File: src/rtl/save_writer_if.sv
// Bus bundle between the save writer, the save-RAM reader and the SD sector writer.
// master = save_writer side, slave = memory / SD side.
interface save_writer_if;
    logic [23:0] mem_addr;
    logic        mem_rd;
    logic [7:0]  mem_data;
    logic        mem_ack;
    logic        sd_wstart;
    logic [23:0] sd_wsector;
    logic        sd_wreq;
    logic [8:0]  sd_waddr;
    logic [7:0]  sd_wbyte;
    logic        sd_wdone;
    logic        sd_werr;

    modport master (
        output mem_addr, mem_rd,
        input  mem_data, mem_ack,
        output sd_wstart, sd_wsector, sd_wbyte,
        input  sd_wreq, sd_waddr, sd_wdone, sd_werr
    );

    modport slave (
        input  mem_addr, mem_rd,
        output mem_data, mem_ack,
        input  sd_wstart, sd_wsector, sd_wbyte,
        output sd_wreq, sd_waddr, sd_wdone, sd_werr
    );
endinterface

File: src/rtl/save_writer.sv
// Copies cartridge save RAM to consecutive SD sectors, one 512-byte sector at a time.
//
// state   | meaning
// --------+---------------------------------------------------------------
// S_IDLE  | no save since reset; waiting for start
// S_FILL  | issue first read of the current sector
// S_WAIT  | one read outstanding; capture byte on mem_ack, issue next read
// S_WRITE | sector buffered; SD writer pulls bytes, await sd_wdone/sd_werr
// S_DONE  | last save succeeded; waiting for start
// S_FAIL  | last save failed; waiting for start
module save_writer #(
    parameter logic [23:0] SAVE_SECTOR = 24'd32768
) (
    input  logic          wclk,
    input  logic          resetn,
    input  logic          start,
    input  logic [3:0]    ram_size,
    save_writer_if.master bus,
    output logic          busy,
    output logic          done,
    output logic          fail,
    output logic [15:0]   checksum
);

    typedef enum logic [2:0] {
        S_IDLE,
        S_FILL,
        S_WRITE,
        S_WAIT,
        S_DONE,
        S_FAIL
    } state_t;

    state_t      state;
    logic [13:0] sector_idx;
    logic [13:0] sector_last;
    logic [8:0]  byte_idx;
    logic [7:0]  sect_buf [512];
    logic [23:0] fill_base;

    // Byte offset of the first byte of the current sector in save RAM.
    assign fill_base = {1'b0, sector_idx, 9'd0};

    // Sector buffer: written only while a read completes during the fill phase.
    always_ff @(posedge wclk) begin
        if (state == S_WAIT && bus.mem_ack)
            sect_buf[byte_idx] <= bus.mem_data;
    end

    // Main sequencer with registered request pulses and status outputs.
    always_ff @(posedge wclk or negedge resetn) begin
        if (!resetn) begin
            state          <= S_IDLE;
            sector_idx     <= '0;
            sector_last    <= '0;
            byte_idx       <= '0;
            busy           <= 1'b0;
            done           <= 1'b0;
            fail           <= 1'b0;
            checksum       <= '0;
            bus.mem_addr   <= '0;
            bus.mem_rd     <= 1'b0;
            bus.sd_wstart  <= 1'b0;
            bus.sd_wsector <= '0;
            bus.sd_wbyte   <= '0;
        end else begin
            bus.mem_rd    <= 1'b0;
            bus.sd_wstart <= 1'b0;
            case (state)
                S_IDLE, S_DONE, S_FAIL: begin
                    if (start) begin
                        checksum <= '0;
                        if (ram_size == 4'd0) begin
                            state <= S_DONE;
                            done  <= 1'b1;
                            fail  <= 1'b0;
                            busy  <= 1'b0;
                        end else if (ram_size > 4'd8) begin
                            state <= S_FAIL;
                            done  <= 1'b0;
                            fail  <= 1'b1;
                            busy  <= 1'b0;
                        end else begin
                            state       <= S_FILL;
                            done        <= 1'b0;
                            fail        <= 1'b0;
                            busy        <= 1'b1;
                            sector_idx  <= '0;
                            sector_last <= (14'd2 << ram_size) - 14'd1;
                        end
                    end
                end
                S_FILL: begin
                    byte_idx     <= '0;
                    bus.mem_addr <= fill_base;
                    bus.mem_rd   <= 1'b1;
                    state        <= S_WAIT;
                end
                S_WAIT: begin
                    if (bus.mem_ack) begin
                        checksum <= checksum + {8'd0, bus.mem_data};
                        if (byte_idx == 9'd511) begin
                            bus.sd_wstart  <= 1'b1;
                            bus.sd_wsector <= SAVE_SECTOR + {10'd0, sector_idx};
                            state          <= S_WRITE;
                        end else begin
                            // next read goes out the cycle after this ack
                            byte_idx     <= byte_idx + 9'd1;
                            bus.mem_addr <= bus.mem_addr + 24'd1;
                            bus.mem_rd   <= 1'b1;
                        end
                    end
                end
                S_WRITE: begin
                    if (bus.sd_wreq)
                        bus.sd_wbyte <= sect_buf[bus.sd_waddr];
                    // an error wins even when reported together with done
                    if (bus.sd_werr) begin
                        state <= S_FAIL;
                        fail  <= 1'b1;
                        busy  <= 1'b0;
                    end else if (bus.sd_wdone) begin
                        if (sector_idx == sector_last) begin
                            state <= S_DONE;
                            done  <= 1'b1;
                            busy  <= 1'b0;
                        end else begin
                            sector_idx <= sector_idx + 14'd1;
                            state      <= S_FILL;
                        end
                    end
                end
                default: state <= S_IDLE;
            endcase
        end
    end

endmodule

File: src/flat_wrapper.sv
// flat-port wrapper written by rule: the top's interface ports become plain ports
module save_writer_flat 
#(
    parameter logic [23:0] SAVE_SECTOR = 24'd32768
)
  (wclk, resetn, start, ram_size, busy, done, fail, checksum, bus_mem_addr, bus_mem_rd, bus_mem_data, bus_mem_ack, bus_sd_wstart, bus_sd_wsector, bus_sd_wbyte, bus_sd_wreq, bus_sd_waddr, bus_sd_wdone, bus_sd_werr);
  save_writer_if bus_i ();
  input  logic wclk;
  input  logic resetn;
  input  logic start;
  input  logic [3:0] ram_size;
  output logic busy;
  output logic done;
  output logic fail;
  output logic [15:0] checksum;
  output wire logic [$bits(bus_i.mem_addr)-1:0] bus_mem_addr;
  output wire logic [$bits(bus_i.mem_rd)-1:0] bus_mem_rd;
  input wire logic [$bits(bus_i.mem_data)-1:0] bus_mem_data;
  input wire logic [$bits(bus_i.mem_ack)-1:0] bus_mem_ack;
  output wire logic [$bits(bus_i.sd_wstart)-1:0] bus_sd_wstart;
  output wire logic [$bits(bus_i.sd_wsector)-1:0] bus_sd_wsector;
  output wire logic [$bits(bus_i.sd_wbyte)-1:0] bus_sd_wbyte;
  input wire logic [$bits(bus_i.sd_wreq)-1:0] bus_sd_wreq;
  input wire logic [$bits(bus_i.sd_waddr)-1:0] bus_sd_waddr;
  input wire logic [$bits(bus_i.sd_wdone)-1:0] bus_sd_wdone;
  input wire logic [$bits(bus_i.sd_werr)-1:0] bus_sd_werr;
  assign bus_mem_addr = bus_i.mem_addr;
  assign bus_mem_rd = bus_i.mem_rd;
  assign bus_i.mem_data = bus_mem_data;
  assign bus_i.mem_ack = bus_mem_ack;
  assign bus_sd_wstart = bus_i.sd_wstart;
  assign bus_sd_wsector = bus_i.sd_wsector;
  assign bus_sd_wbyte = bus_i.sd_wbyte;
  assign bus_i.sd_wreq = bus_sd_wreq;
  assign bus_i.sd_waddr = bus_sd_waddr;
  assign bus_i.sd_wdone = bus_sd_wdone;
  assign bus_i.sd_werr = bus_sd_werr;
  save_writer #(.SAVE_SECTOR(SAVE_SECTOR)) u_core (.wclk(wclk), .resetn(resetn), .start(start), .ram_size(ram_size), .bus(bus_i), .busy(busy), .done(done), .fail(fail), .checksum(checksum));
endmodule
File: config.mk
export PLATFORM = sky130hd
export DESIGN_NAME = save_writer_flat
export DESIGN_NICKNAME = d
export VERILOG_FILES = /design/src/rtl/save_writer_if.sv /design/src/rtl/save_writer.sv /design/src/flat_wrapper.sv
export SDC_FILE = /design/constraint.sdc
export NUM_CORES = 2
export LEC_CHECK = 0
export ABC_CLOCK_PERIOD_IN_PS = 2800
export CAP_MARGIN = 20
export CORE_UTILIZATION = 50
export DETAILED_ROUTE_END_ITERATION = 10
export PLACE_DENSITY = 0.68
export SLEW_MARGIN = 5
export SYNTH_ARGS = -nofsm -noshare
export SYNTH_HDL_FRONTEND = slang
export SYNTH_SLANG_ARGS = --single-unit
File: constraint.sdc
create_clock -name wclk -period 2.8 [get_ports wclk]
set_input_delay 0.7 -clock wclk [delete_from_list [all_inputs] [get_ports wclk]]
set_output_delay 0.7 -clock wclk [all_outputs]
set_load 0.01 [all_outputs]
==> key figures <==
STA
  – Fin worst setup slack: -0.141 ns
  – Worst Tran Pin Value: around 1.2 ns
  – Tmin final: approximately 2.9 ns
  – Crit share post-route: 1.05
  – Hold slack: about 0.15 ns
  – F_max: between 300 and 400 MHz
  – Max Clock Skew: between 0.1 and 0.15 ns
  – RSZ-0062 raised after global routing: yes
  – Final hold vios: 0
  – Max Slew Vio Count: 0
  – Endpoints failing setup: 5
  – Relative slew slack: 0.184

Global route
  – First-pass GRT wire length: around 650 mm
  – Vias in the first global route: ~90000
  – GRT Util Overall: 0.277
  – Largest net degree at the start of global routing: a little under 200
  – Congestion Overflow GR: 0
  – Initial antenna violation count: 20

Placement
  – DP Worst Slack: -1.84 ns
  – # port buffers: 95
  – Placed cell area: 183000 um^2
  – Inst Count DP: 13533
  – Gp weighted congestion: roughly 0.94
  – Hpwl dp: 308 mm

Setup path
  – Crit Path Class: in2reg
  – FF-to-FF path depth: 10
  – Critical path launch point type: input port
  – CP Capture Type: flop
  – Max Fanout on Critical Path: 8
  – CP required: 3.73 ns
  – Worst path arrival time: approximately 3.9 ns

Die
  – Die W: around 570 um
  – Die area: between 300000 and 400000 um^2
  – Core Box Area: about 320000 um^2
  – Starting Density: 0.504
  – Boundary Pins: roughly 110
  – Die span in y: 574 um
  – Standard-cell rows: between 200 and 250

Route
  – DR WL/cell: 32.1 um
  – Vias: around 90000
  – Antenna viol nets, final: 0
  – DRC: 0
  – Vias/cell: roughly 6.2
  – Iter 0 DRT Violations: ~13000
  – Final wirelength: between 400 and 500 mm
  – Router iterations before antenna repair: 6

Synth
  – Post-synth ARST share: 0.0257
  – Sequential cell area fraction in the yosys report: 0.769
  – #FFs+latches synth: approximately 4200
  – Cell taking the most area after synthesis: edfxtp_1
  – Netlist cell types: 69
  – Most numerous cell in the Yosys netlist: edfxtp_1
  – Post-synthesis instance total: approximately 8000
  – Post-Syn Area: 163000 um^2
  – Synth warn: 0
  – Yosys top cell area share: 0.753
  – Synth Area per Inst: approximately 21 um^2
  – Most frequent cells after synthesis: edfxtp_1, mux4_2, nor2_1
  – Number of synthesized flops with an enable pin: about 4000
  – Synth Flop Type: edfxtp_1
  – Top post-synthesis cells by area: edfxtp_1, mux4_2, dfrtp_1, nor2_1, a22oi_1

Clock network
  – Clk Latency, worst-skew pair: around 1 ns
  – Clock buffer depth: 4
  – CTS tree: built
  – H-tree Lvls: 5
  – Number of CTS-inserted buffers: 415
  – CTS sink count: ~4200
  – CTS clk-pin slew, worst paths: about 0.060 ns
  – Clk root buf: clkbuf_16

Layout
  – Fin area: 198000 um^2
  – Post-Layout Cell Count: between 10000 and 15000
  – Area Growth Syn to Fin: 21.4%
  – Share of layout cells above drive strength 1: 0.357
  – Fill count: roughly 22000
  – # nets final: slightly below 10000

Power and ir drop
  – Cell Pwr Density: 689 nW/um^2
  – VDD IR max: 721 uV
  – P_leak: 0.0661 uW

Hold path
  – Worst Hold Path Cells: 2
  – Hold crit path type: in2reg

Status
  – Status: finished with violations
  – Failing checks: negative setup slack

Flow run
  – Max-Cap Viols: 0
[routing by layer]
| metal | part of all wire | global-route usage |
|---|---|---|
| met3 | 0.11 | 0.0601 |
| met1 | 0.37 | 0.379 |
| met4 | 0.046 | 0.119 |
| met2 | 0.47 | 0.432 |
| met5 | 0.000091 | 0 |
[where the power goes]
group	total, uW	switching, uW	internal [uW]
Clock	55500	24000	31500
Combinational	11000	6630	4370
Sequential	70000	494	69500
Total	137000	31100	105000
[critical path: stages]
cell and delay [ns]:
buf_16 0.14, buf_12 0.15, buf_6 0.12, buf_12 0.12, buf_16 0.13, mux4_2 0.35, mux2i_2 0.09, a221o_2 0.45
nand3_4 0.13, nand4b_1 0.49, nor4_4 0.65, buf_4 0.19, a211o_1 0.09
[area by class of cell]
type,instances,area (um^2),share of cell area
flip-flops and latches,4204,126000,0.634
multi-input cells,3138,35800,0.180
repair buffers,1911,17700,0.0894
clock buffers,497,10700,0.0542
well taps,4325,5410,0.0273
clock inverters,260,2820,0.0142
inverters,26,101,0.000511
diodes,8,20.0,0.000101
[state kept, by name, summed over array words and instances (netlist names)]
name / count
u_core.bus.sd_wstart: 1
u_core.sect_buf: 4096
u_core.bus.mem_addr: 24
u_core.fail: 1
u_core.bus.sd_wsector: 15
u_core.bus.sd_wbyte: 8
u_core.busy: 1
u_core.sector_idx: 14
u_core.byte_idx: 9
u_core.checksum: 16
u_core.bus.mem_rd: 1
u_core.sector_last: 14
u_core.done: 1
u_core.state: 3
[metrics by stage]
stage | setup TNS [ns] | power [uW] | utilization
floorplan | -0.0484 | 75600 | -
global placement | -279.31 | 81700 | 0.564
detailed placement | -318.63 | 81900 | 0.564
CTS | -0.153 | 137000 | 0.607
global route | -0.471 | 140000 | 0.611
finish | -0.254 | 137000 | 0.611
[logic make-up after synthesis]
group	after synthesis	share of synthesized area
AOI/OAI and AO/OA	694	0.0294
xor gates and xnor gates	41	0.00220
adders and majority gates	17	0.00135
buffers and inverters	521	0.0176
DFF	4204	0.769
muxes	1169	0.148
other	1	0.0000229
and+or+nand+nor	1208	0.0326
[worst paths after layout]
check	startpoint	endpoint	slack, ns
worst max-delay path	bus_sd_waddr[0]	u_core.bus.sd_wbyte[2]$_DFFE_PN0P_	-0.14
worst min-delay path	bus_mem_data[1]	u_core.sect_buf[335][1]$_DFFE_PP_	0.15
worst max register to register	u_core.state[2]$_DFFE_PN0P_	u_core.bus.sd_wbyte[2]$_DFFE_PN0P_	-0.07
worst min register to register	u_core.checksum[15]$_DFFE_PN0P_	u_core.checksum[15]$_DFFE_PN0P_	0.48
max in group asynchronous	resetn	u_core.sector_last[0]$_DFFE_PN0P_	1.80
min in group asynchronous	resetn	u_core.bus.mem_addr[7]$_DFFE_PN0P_	0.28
[cells in the final DEF (no fill, tap or decap), types with 16 or more instances in the layout]
cell	n
clkinv_2	65
buf_12	213
clkdlybuf4s50_1	75
a22oi_2	16
a32oi_1	16
edfxtp_1	4096
nand2_1	171
clkinvlp_4	18
xnor2_1	25
a21oi_1	90
a22oi_1	224
o21ai_0	68
a221oi_1	17
nor2b_1	24
nor3_1	43
buf_6	20
inv_1	22
o22ai_1	97
nand4_1	46
nand2_4	16
and3_1	19
clkbuf_1	79
xor2_1	16
buf_8	18
ha_1	16
mux4_2	991
bufinv_16	43
clkinv_1	93
mux2_2	16
a22o_1	25
a31oi_1	30
nand3_1	141
dfrtp_1	99
mux2i_1	159
nor2_1	606
buf_4	1563
clkbuf_16	421
[timing repair]
item	4_1_cts	5_1_grt
buffers inserted	10	62
pin swaps	10	34
gates resized for setup	68	133
setup endpoints to repair	30	22
hold buffers	1	0
cloned	1	4
endpoints found under the hold margin	44	0
(Power assumes the default switching activity.)
